File: src/rtl/encoder_rreq_multistream_arb_if.sv
// Request-side bundle for the multistream read-request scheduler: frame
// configuration, inFIFO space flags, AXI request handshake and response routing.
interface encoder_rreq_multistream_arb_if #(
   parameter int ADDR_WIDTH    = 32,
   parameter int NUM_STREAMS   = 2,
   parameter int REQ_CNT_WIDTH = 16
);
   localparam int ID_W = (NUM_STREAMS > 1) ? $clog2(NUM_STREAMS) : 1;

   logic                                   begin_encoding;
   logic [NUM_STREAMS*ADDR_WIDTH-1:0]      stream_baddr;
   logic [NUM_STREAMS*REQ_CNT_WIDTH-1:0]   stream_num_reqs;
   logic [NUM_STREAMS-1:0]                 stream_has_space;
   logic                                   axi_m_can_accept_rreq;
   logic                                   rburst_done;
   logic                                   dram_rreq;
   logic [ADDR_WIDTH-1:0]                  dram_raddr;
   logic [ID_W-1:0]                        dram_rstream_id;
   logic                                   rsp_id_valid;
   logic [ID_W-1:0]                        rsp_stream_id;
   logic                                   busy;
   logic                                   frame_done;
   logic                                   id_underflow;

   modport master (
      input  begin_encoding, stream_baddr, stream_num_reqs, stream_has_space,
             axi_m_can_accept_rreq, rburst_done,
      output dram_rreq, dram_raddr, dram_rstream_id, rsp_id_valid, rsp_stream_id,
             busy, frame_done, id_underflow
   );

   modport slave (
      output begin_encoding, stream_baddr, stream_num_reqs, stream_has_space,
             axi_m_can_accept_rreq, rburst_done,
      input  dram_rreq, dram_raddr, dram_rstream_id, rsp_id_valid, rsp_stream_id,
             busy, frame_done, id_underflow
   );
endinterface

File: src/rtl/encoder_rreq_multistream_arb.sv
// Round-robin DRAM read-request scheduler across NUM_STREAMS input streams.
// Grants are gated by inFIFO space and an outstanding-burst budget; an in-order
// stream-ID queue tells the response side which inFIFO owns each returning burst.
//
// state | meaning
// IDLE  | waiting for begin_encoding
// RUN   | issuing bursts until every stream has issued its count
// DRAIN | all bursts issued, waiting for outstanding bursts to return
// DONE  | one-cycle frame_done, then back to IDLE
module encoder_rreq_multistream_arb #(
   parameter int ADDR_WIDTH      = 32,
   parameter int DATA_WIDTH      = 32,
   parameter int BURST_LEN       = 128,
   parameter int NUM_STREAMS     = 2,
   parameter int REQ_CNT_WIDTH   = 16,
   parameter int MAX_OUTSTANDING = 4
) (
   input logic                          axi_clk,
   input logic                          axi_resetn,
   encoder_rreq_multistream_arb_if.master bus
);
   localparam int ID_W  = (NUM_STREAMS > 1) ? $clog2(NUM_STREAMS) : 1;
   localparam int CNT_W = $clog2(MAX_OUTSTANDING) + 1;
   localparam int PTR_W = (MAX_OUTSTANDING > 1) ? $clog2(MAX_OUTSTANDING) : 1;
   localparam int DEPTH = 1 << PTR_W;
   localparam logic [ADDR_WIDTH-1:0] BURST_BYTES = ADDR_WIDTH'(BURST_LEN * (DATA_WIDTH / 8));
   localparam logic [CNT_W-1:0]      MAX_CNT     = CNT_W'(MAX_OUTSTANDING);

   typedef enum logic [1:0] {IDLE, RUN, DRAIN, DONE} state_t;

   state_t                   state, state_n;
   logic [ADDR_WIDTH-1:0]    baddr    [NUM_STREAMS];
   logic [REQ_CNT_WIDTH-1:0] num_reqs [NUM_STREAMS];
   logic [REQ_CNT_WIDTH-1:0] issued   [NUM_STREAMS];
   logic [ID_W-1:0]          rr_ptr;
   logic [CNT_W-1:0]         out_cnt, out_cnt_n;
   logic [ID_W-1:0]          id_mem   [DEPTH];
   logic [PTR_W-1:0]         wr_ptr, rd_ptr;
   logic                     rreq, uf;
   logic [ADDR_WIDTH-1:0]    raddr, addr_n;
   logic [ID_W-1:0]          rid, gnt_id;
   logic                     start, grant, pop, all_done;

   assign start  = (state == IDLE) && bus.begin_encoding;
   // a response with nothing outstanding is dropped and only flags id_underflow
   assign pop    = bus.rburst_done && (out_cnt != '0);
   assign addr_n = baddr[gnt_id] + ADDR_WIDTH'(issued[gnt_id]) * BURST_BYTES;

   // completion detect and round-robin search starting at rr_ptr
   always_comb begin
      logic [ID_W-1:0] s;
      grant    = 1'b0;
      gnt_id   = '0;
      all_done = 1'b1;
      s        = '0;
      for (int i = 0; i < NUM_STREAMS; i++)
         if (issued[i] != num_reqs[i]) all_done = 1'b0;
      // rreq low keeps requests at least two cycles apart
      if (state == RUN && !rreq && bus.axi_m_can_accept_rreq && out_cnt < MAX_CNT) begin
         for (int k = 0; k < NUM_STREAMS; k++) begin
            s = ID_W'((int'(rr_ptr) + k) % NUM_STREAMS);
            if (!grant && issued[s] < num_reqs[s] && bus.stream_has_space[s]) begin
               grant  = 1'b1;
               gnt_id = s;
            end
         end
      end
   end

   // outstanding count: simultaneous push and pop cancel out
   always_comb begin
      out_cnt_n = out_cnt;
      case ({grant, pop})
         2'b10:   out_cnt_n = out_cnt + CNT_W'(1);
         2'b01:   out_cnt_n = out_cnt - CNT_W'(1);
         default: out_cnt_n = out_cnt;
      endcase
   end

   // next-state logic; DRAIN looks at the post-edge count so the final response lands in DONE
   always_comb begin
      state_n = state;
      case (state)
         IDLE:    if (bus.begin_encoding) state_n = RUN;
         RUN:     if (all_done) state_n = DRAIN;
         DRAIN:   if (out_cnt_n == '0) state_n = DONE;
         DONE:    state_n = IDLE;
         default: state_n = IDLE;
      endcase
   end

   // state register
   always_ff @(posedge axi_clk or negedge axi_resetn) begin
      if (!axi_resetn) state <= IDLE;
      else             state <= state_n;
   end

   // frame configuration captured once at start
   always_ff @(posedge axi_clk or negedge axi_resetn) begin
      if (!axi_resetn) begin
         for (int i = 0; i < NUM_STREAMS; i++) begin
            baddr[i]    <= '0;
            num_reqs[i] <= '0;
         end
      end else if (start) begin
         for (int i = 0; i < NUM_STREAMS; i++) begin
            baddr[i]    <= bus.stream_baddr[i*ADDR_WIDTH +: ADDR_WIDTH];
            num_reqs[i] <= bus.stream_num_reqs[i*REQ_CNT_WIDTH +: REQ_CNT_WIDTH];
         end
      end
   end

   // per-stream issue progress and next round-robin start point
   always_ff @(posedge axi_clk or negedge axi_resetn) begin
      if (!axi_resetn) begin
         for (int i = 0; i < NUM_STREAMS; i++) issued[i] <= '0;
         rr_ptr <= '0;
      end else if (start) begin
         for (int i = 0; i < NUM_STREAMS; i++) issued[i] <= '0;
         rr_ptr <= '0;
      end else if (grant) begin
         issued[gnt_id] <= issued[gnt_id] + REQ_CNT_WIDTH'(1);
         rr_ptr         <= (gnt_id == ID_W'(NUM_STREAMS - 1)) ? '0 : gnt_id + ID_W'(1);
      end
   end

   // registered request outputs; address and ID hold between requests
   always_ff @(posedge axi_clk or negedge axi_resetn) begin
      if (!axi_resetn) begin
         rreq  <= 1'b0;
         raddr <= '0;
         rid   <= '0;
      end else begin
         rreq <= grant;
         if (grant) begin
            raddr <= addr_n;
            rid   <= gnt_id;
         end
      end
   end

   // in-order stream-ID queue; its occupancy is the outstanding count
   always_ff @(posedge axi_clk or negedge axi_resetn) begin
      if (!axi_resetn) begin
         wr_ptr  <= '0;
         rd_ptr  <= '0;
         out_cnt <= '0;
         for (int d = 0; d < DEPTH; d++) id_mem[d] <= '0;
      end else begin
         if (grant) begin
            id_mem[wr_ptr] <= gnt_id;
            wr_ptr         <= wr_ptr + PTR_W'(1);
         end
         if (pop) rd_ptr <= rd_ptr + PTR_W'(1);
         out_cnt <= out_cnt_n;
      end
   end

   // sticky underflow flag, cleared when a new frame starts
   always_ff @(posedge axi_clk or negedge axi_resetn) begin
      if (!axi_resetn) begin
         uf <= 1'b0;
      end else begin
         if (start) uf <= 1'b0;
         if (bus.rburst_done && out_cnt == '0) uf <= 1'b1;
      end
   end

   assign bus.dram_rreq       = rreq;
   assign bus.dram_raddr      = raddr;
   assign bus.dram_rstream_id = rid;
   assign bus.rsp_id_valid    = (out_cnt != '0);
   assign bus.rsp_stream_id   = id_mem[rd_ptr];
   assign bus.busy            = (state != IDLE);
   assign bus.frame_done      = (state == DONE);
   assign bus.id_underflow    = uf;
endmodule

File: src/flat_wrapper.sv
// flat-port wrapper written by rule: the top's interface ports become plain ports
module encoder_rreq_multistream_arb_flat 
#(
   parameter int ADDR_WIDTH      = 32,
   parameter int DATA_WIDTH      = 32,
   parameter int BURST_LEN       = 128,
   parameter int NUM_STREAMS     = 2,
   parameter int REQ_CNT_WIDTH   = 16,
   parameter int MAX_OUTSTANDING = 4
)
  (axi_clk, axi_resetn, bus_begin_encoding, bus_stream_baddr, bus_stream_num_reqs, bus_stream_has_space, bus_axi_m_can_accept_rreq, bus_rburst_done, bus_dram_rreq, bus_dram_raddr, bus_dram_rstream_id, bus_rsp_id_valid, bus_rsp_stream_id, bus_busy, bus_frame_done, bus_id_underflow);
  encoder_rreq_multistream_arb_if #(.ADDR_WIDTH(ADDR_WIDTH), .NUM_STREAMS(NUM_STREAMS), .REQ_CNT_WIDTH(REQ_CNT_WIDTH)) bus_i ();
  input logic axi_clk;
  input logic axi_resetn;
  input wire logic [$bits(bus_i.begin_encoding)-1:0] bus_begin_encoding;
  input wire logic [$bits(bus_i.stream_baddr)-1:0] bus_stream_baddr;
  input wire logic [$bits(bus_i.stream_num_reqs)-1:0] bus_stream_num_reqs;
  input wire logic [$bits(bus_i.stream_has_space)-1:0] bus_stream_has_space;
  input wire logic [$bits(bus_i.axi_m_can_accept_rreq)-1:0] bus_axi_m_can_accept_rreq;
  input wire logic [$bits(bus_i.rburst_done)-1:0] bus_rburst_done;
  output wire logic [$bits(bus_i.dram_rreq)-1:0] bus_dram_rreq;
  output wire logic [$bits(bus_i.dram_raddr)-1:0] bus_dram_raddr;
  output wire logic [$bits(bus_i.dram_rstream_id)-1:0] bus_dram_rstream_id;
  output wire logic [$bits(bus_i.rsp_id_valid)-1:0] bus_rsp_id_valid;
  output wire logic [$bits(bus_i.rsp_stream_id)-1:0] bus_rsp_stream_id;
  output wire logic [$bits(bus_i.busy)-1:0] bus_busy;
  output wire logic [$bits(bus_i.frame_done)-1:0] bus_frame_done;
  output wire logic [$bits(bus_i.id_underflow)-1:0] bus_id_underflow;
  assign bus_i.begin_encoding = bus_begin_encoding;
  assign bus_i.stream_baddr = bus_stream_baddr;
  assign bus_i.stream_num_reqs = bus_stream_num_reqs;
  assign bus_i.stream_has_space = bus_stream_has_space;
  assign bus_i.axi_m_can_accept_rreq = bus_axi_m_can_accept_rreq;
  assign bus_i.rburst_done = bus_rburst_done;
  assign bus_dram_rreq = bus_i.dram_rreq;
  assign bus_dram_raddr = bus_i.dram_raddr;
  assign bus_dram_rstream_id = bus_i.dram_rstream_id;
  assign bus_rsp_id_valid = bus_i.rsp_id_valid;
  assign bus_rsp_stream_id = bus_i.rsp_stream_id;
  assign bus_busy = bus_i.busy;
  assign bus_frame_done = bus_i.frame_done;
  assign bus_id_underflow = bus_i.id_underflow;
  encoder_rreq_multistream_arb #(.ADDR_WIDTH(ADDR_WIDTH), .DATA_WIDTH(DATA_WIDTH), .BURST_LEN(BURST_LEN), .NUM_STREAMS(NUM_STREAMS), .REQ_CNT_WIDTH(REQ_CNT_WIDTH), .MAX_OUTSTANDING(MAX_OUTSTANDING)) u_core (.axi_clk(axi_clk), .axi_resetn(axi_resetn), .bus(bus_i));
endmodule
File: config.mk
export PLATFORM = sky130hd
export DESIGN_NAME = encoder_rreq_multistream_arb_flat
export DESIGN_NICKNAME = d
export VERILOG_FILES = /design/src/rtl/encoder_rreq_multistream_arb_if.sv /design/src/rtl/encoder_rreq_multistream_arb.sv /design/src/flat_wrapper.sv
export SDC_FILE = /design/constraint.sdc
export NUM_CORES = 1
export LEC_CHECK = 0
export ABC_CLOCK_PERIOD_IN_PS = 7400
export BUFFER_PORTS_ARGS = -buffer_cell sky130_fd_sc_hd__buf_2
export CORE_MARGIN = 4
export CORE_UTILIZATION = 45
export DETAILED_ROUTE_END_ITERATION = 12
export PLACE_DENSITY = 0.75
export RECOVER_POWER = 25
export SETUP_SLACK_MARGIN = 0.15
export SYNTH_ARGS = -nofsm -noshare
export SYNTH_HDL_FRONTEND = slang
export SYNTH_SLANG_ARGS = --single-unit
File: constraint.sdc
create_clock -name axi_clk -period 7.4 [get_ports axi_clk]
set_input_delay 1.48 -clock axi_clk [delete_from_list [all_inputs] [get_ports axi_clk]]
set_output_delay 1.48 -clock axi_clk [all_outputs]
set_load 0.005 [all_outputs]
After elaboration in Yosys (flattened, before gate mapping)

Index checks and enable logic that the tools add are counted.

Register bits after elaboration: 177
Bits of input ports: 103
Output and inout bits: 39

Add/sub/neg operators: 8
Magnitude comparators: 12
Eq/ne operators: 10
Multiplexer cells: 52
Bitwise operators: 5
Reduce and logical (&&, ||, !) cells: 21

Operators with widths:

| operator              | number |
|---|---|
| $mux 16               | 16 |
| $mux 32               | 5 |
| $add 32x25->32        | 1 |
| $bwmux 32             | 1 |
| $lt 16x16->1          | 2 |
| $ne 16x16->1          | 2 |
| $mux 1                | 21 |
| $add 16x1->16 const B | 1 |
| $demux 16 s1          | 1 |
| $logic_and 1x1->1     | 11 |
| $pmux 2 s4            | 1 |
| $eq 2x2->1 const B    | 3 |
| $ge 2x2->1 const B    | 3 |
| $ge 3x3->1 const B    | 2 |
| $logic_not 3->1       | 2 |
| $mux 2                | 3 |
| $not 1->2             | 3 |
| $not 2->3             | 2 |
| $pmux 3 s2            | 1 |
| $reduce_bool 2->1     | 3 |
| $add 2x1->2 const B   | 2 |
| $bwmux 4              | 1 |
| $eq 2x1->1 const B    | 2 |
| $lt 1x2->1 const B    | 2 |
| other kinds (14)      | 17 |

Depth between registers and ports, before layout

Depth in word-level cells: 21
Mapped depth: 30
Gate-level depth less buffers: 23

Worst setup path before layout

OpenSTA, ideal clock, no wires.

Path type: register to register
Start point: reg u_core.rr_ptr
End point: reg u_core.raddr[29] (netlist: u_core.bus.dram_raddr[29])
Arrival: 6.922 ns
Required time: 7.258 ns
Path slack: 0.336 ns
Cell stages (with the launch flop): 29
Path buffers: 7
Period minus slack after synthesis: 7.064 ns
Path through: dfrtp_1 -> buf_6 -> clkbuf_1 -> clkbuf_1 -> clkbuf_1 -> mux2_2 -> ha_1 -> a21oi_1 -> o21ai_0 -> o311a_1 -> o211a_1 -> o21a_1 -> buf_2 -> buf_1 -> buf_1 -> nand2_1 -> nand2_1 -> ha_1 -> fa_1 -> a21o_1 -> a21o_1 -> a2111oi_0 -> o32ai_1 -> o41ai_1 -> o31ai_1 -> a21oi_1 -> and3b_1 -> xnor2_1 -> o221ai_1

Word-level cells in the longest chain between the ends: 18
Elaborated cells on any way between the ends: 40
Those cells by class: add/sub (2); order compare (2); mux (29); bitwise (3); reduce/logical (4)

RTL lines:

| element                                                                       | line                                | text |
|---|---|---|
| start: declaration                                                            | encoder_rreq_multistream_arb.sv:35  | `logic [ID_W-1:0] rr_ptr;` |
| start signal: assignment                                                      | encoder_rreq_multistream_arb.sv:123 | `rr_ptr <= (gnt_id == ID_W'(NUM_STREAMS - 1)) ? '0 : gnt_id + ID_W'(1);` |
| $not 1->2 (not written as such)                                               | encoder_rreq_multistream_arb.sv:62  | `if (!grant && issued[s] < num_reqs[s] && bus.stream_has_space[s]) begin` |
| $mux 16 (not written as such) (3 in series)                                   | encoder_rreq_multistream_arb.sv:62  |  |
| $lt 16x16->1                                                                  | encoder_rreq_multistream_arb.sv:62  |  |
| $logic_and 1x1->1                                                             | encoder_rreq_multistream_arb.sv:62  |  |
| $mux 1                                                                        | encoder_rreq_multistream_arb.sv:62  |  |
| $mux 1                                                                        | encoder_rreq_multistream_arb.sv:59  | `if (state == RUN && !rreq && bus.axi_m_can_accept_rreq && out_cnt < MAX_CNT) begin` |
| $logic_not 1->1                                                               | encoder_rreq_multistream_arb.sv:62  |  |
| $logic_and 1x1->1 (2 in series)                                               | encoder_rreq_multistream_arb.sv:62  |  |
| $mux 1                                                                        | encoder_rreq_multistream_arb.sv:62  |  |
| $mux 1                                                                        | encoder_rreq_multistream_arb.sv:59  |  |
| $not 1->2 (not written as such)                                               | encoder_rreq_multistream_arb.sv:47  | `assign addr_n = baddr[gnt_id] + ADDR_WIDTH'(issued[gnt_id]) * BURST_BYTES;` |
| $mux 32 (not written as such) / $mux 16 (equally long branches) (3 in series) | encoder_rreq_multistream_arb.sv:47  |  |
| $add 32x25->32                                                                | encoder_rreq_multistream_arb.sv:47  |  |
| end signal: assignment                                                        | encoder_rreq_multistream_arb.sv:136 | `raddr <= addr_n;` |
| end: declaration                                                              | encoder_rreq_multistream_arb.sv:40  | `logic [ADDR_WIDTH-1:0] raddr, addr_n;` |

Several ways; a longest one is shown, not always the timed one. The select of a mux whose other input is x is not followed.
A chain may end at the register's enable or synchronous reset.

Worst setup path in the final report

Start point: reg u_core.rr_ptr
End point: reg u_core.raddr[30] (netlist: u_core.bus.dram_raddr[30])

Same word-level chain as after synthesis.

==> impl_metrics.env <==
export IMPL_initial_utilization_pct=46.0
export IMPL_drc=0
export IMPL_insertion_delay_ps=440
export IMPL_syn_inst=1221
export IMPL_multi_input_area_mm2=0.00572
export IMPL_crit_path_end="u_core.bus.dram_raddr[30]"
export IMPL_synth_compound_area_share_pct=9.49
export IMPL_peakVddDrop_mv=0.176
export IMPL_die_w_um=161
export IMPL_stdcell_area_mm2=0.0120
export IMPL_coreArea_mm2=0.0228
export IMPL_hold_viol=0
export IMPL_synth_seq_cells=177
export IMPL_dp_slack_ps=350
export IMPL_portBuffers=141
export IMPL_synth_top_area_cell="dfrtp_1"
export IMPL_required_ps=7700
export IMPL_cts_path_max_buffers=2
export IMPL_yosysTopAreaCellShare_pct=42.3
export IMPL_yosys_area_share_xor_xnor_pct=6.27
export IMPL_synth_fa_ha_area_share_pct=7.19
export IMPL_synth_warnings=0
export IMPL_cts_made_buffers=17
export IMPL_grt_pass1_wl_um=43700
export IMPL_async_flop_share_pct=100
export IMPL_setup_viol=0
export IMPL_ctsResizeCount=0
export IMPL_antenna_found_initial=0
export IMPL_worst_slew_pin_transition_ps=4980
export IMPL_layout_area_overhead_vs_synth_pct=14.5
export IMPL_drt_iter0_drc=561
export IMPL_ys_seq_area_share_pct=42.3
export IMPL_slew_headroom_pct=-232
export IMPL_synth_cell_area_mm2=0.0105
export IMPL_die_h_um=161
export IMPL_fillers=2132
export IMPL_wl_per_cell_um=16.1
export IMPL_avgSynthCellArea_um2=8.58
export IMPL_grt_start_max_net_pins=100
export IMPL_cp_startpoint="u_core.rr_ptr"
export IMPL_viasPerCell=5.28
export IMPL_cts_sinks=177
export IMPL_power_leakage_nw=6.19
export IMPL_fin_setup_tns_ps=0
export IMPL_dr_pass1_iters=5
export IMPL_fin_crit_sh_pct=90.4
export IMPL_min_period_ps=6690
export IMPL_die_area_mm2=0.0258
export IMPL_p_total_mw=4.31
export IMPL_ctsRootBufferMaster="clkbuf_16"
export IMPL_rr_startpoint="u_core.rr_ptr"
export IMPL_groute_usage_overall_pct=20.7
export IMPL_dp_hpwl_um=19000
export IMPL_diodes=0
export IMPL_synth_area_leaders="dfrtp_1, nand2_1, ha_1"
export IMPL_rows=55
export IMPL_fin_skew_ps=14.7
export IMPL_seqCellArea_mm2=0.00443
export IMPL_fmax_ghz=0.150
export IMPL_synth_mux_area_share_pct=8.35
export IMPL_min_path_type="reg -> reg"
export IMPL_routed_wl_um=26500
export IMPL_hold_start="u_core.bus.dram_raddr[10]"
export IMPL_path_class="reg -> reg"
export IMPL_fin_ws_ps=711
export IMPL_cts_setup_buffers=0
export IMPL_synthFlopType="dfrtp_1"
export IMPL_endpoint_kind="flip-flop"
export IMPL_final_nets=1483
export IMPL_synth_most_common_cell="nand2_1"
export IMPL_syn_nets=1383
export IMPL_ctsHoldBuffers=0
export IMPL_grt_ovfl_total=0
export IMPL_run_status="finished with violations"
export IMPL_synth_commonest_cells="nand2_1, dfrtp_1, ha_1"
export IMPL_drv_slew=195
export IMPL_synth_cell_types=62
export IMPL_critical_path_arrival_ps=6990
export IMPL_drive_above_1_share_pct=16.7
export IMPL_rr_worst_depth=21
export IMPL_synth_edff_count=0
export IMPL_rsz0062_at_grt="no"
export IMPL_ios=142
export IMPL_synth_simple_gate_area_share_pct=23.0
export IMPL_start_kind="flip-flop"
export IMPL_placed_cell_area_mm2=0.0114
export IMPL_grt_pass1_vias=8661
export IMPL_r2r_end="u_core.bus.dram_raddr[30]"
export IMPL_vias=8691
export IMPL_cts_max_level=4
export IMPL_gp_congestion=0.923
export IMPL_clk_pin_slew_ps=70
export IMPL_violations="max-capacitance violations, max-slew violations"
export IMPL_drtAntennaViolNets=0
export IMPL_power_density_mw_per_mm2=359
export IMPL_r2r_slack_ps=710
export IMPL_synth_top_family_by_area="simple AND/OR/NAND/NOR gates"
export IMPL_post_route_util_pct=52.7
export IMPL_cts_tree="yes"
export IMPL_cp_max_fo=22
export IMPL_cap_violations=2
[per-stage QoR]
step / cells / hold WS (ps)
finish: 1647 / 473
global route: 1647 / 499
CTS: 1647 / 479
detailed placement: 1615 / 462
global placement: 1615 / 458
floorplan: 1221 / 445
[critical path: stages, from the launching register on]
cell and delay [ps]:
dfrtp_2 670, buf_4 310, mux2_2 370, ha_1 190, or3_1 370, a31oi_1 140, o21bai_1 110, a211oi_2 450
o211a_1 290, o21a_2 350, mux2_2 400, ha_1 340, o21a_1 130, a2111oi_0 590, o21ai_0 280, o31ai_1 400
o21ai_0 230, a21o_1 240, a31o_2 300, nand4_1 120, xor2_1 150, o221ai_1 120
[placed cells by master (no fill, tap or decap), types with 12 or more instances in the layout]
master,count
nand4_1,13
clkbuf_16,17
nand2_1,459
xnor2_1,20
mux2_2,31
ha_1,57
or4_1,12
nor2_1,30
o31ai_1,12
a21oi_1,40
o21ai_0,56
buf_2,139
dfrtp_1,176
xor2_1,55
inv_1,19
or3_1,12
nand3_1,15
mux2i_1,48
[cell families (layout without fill, tap and decap cells)]
family	after synthesis	after routing
compound gates	161	161
flops	177	177
mux	81	81
fa+ha+maj	59	59
simple gates	579	579
buf+inv	89	202
xor+xnor	75	75
[area by class of cell]
cell class,count,area share [%]
clock buffers,19,3.61
clock inverters,13,1.27
inverters,19,0.595
multi-input cells,955,47.7
flip-flops and latches,177,36.9
well taps,313,3.27
repair buffers,151,6.59
[flip-flops by register name (all words and copies together) (netlist names)]
signal and flops:
u_core.bus.id_underflow 1, u_core.id_mem 4, u_core.state 2, u_core.wr_ptr 2
u_core.baddr 64, u_core.bus.dram_rstream_id 1, u_core.rd_ptr 2, u_core.bus.dram_raddr 32
u_core.rr_ptr 1, u_core.out_cnt 3, u_core.bus.dram_rreq 1, u_core.issued 32
u_core.num_reqs 32
[routing by layer]
layer | wire, µm | track usage (%) | share of wire [%] | vias to the layer above
li1 | - | - | - | 4306
met1 | 12000 | 27.4 | 45 | 4175
met2 | 13100 | 35.6 | 49 | 180
met3 | 1030 | 3.00 | 3.9 | 30
met4 | 409 | 5.59 | 1.5 | 0
met5 | 0 | 0 | 0 | -
[power breakdown]
group	switching [mW]	internal (mW)	leakage, nW
registers	0.349	1.35	2.26
clock network	0.413	0.506	0.280
logic	0.967	0.727	3.65
total	1.73	2.58	6.19
[worst min path at each step]
stage	slack, ps	cells past startpoint	endpoint
global placement	460	2	u_core.baddr[2]
finish	470	2	u_core.bus.dram_raddr[10]
detailed placement	460	2	u_core.baddr[40]
CTS	480	2	u_core.bus.dram_raddr[10]
floorplan	440	2	u_core.baddr[31]
global route	500	2	u_core.bus.dram_raddr[13]
No activity file was read; power rests on OpenSTA's default activity.
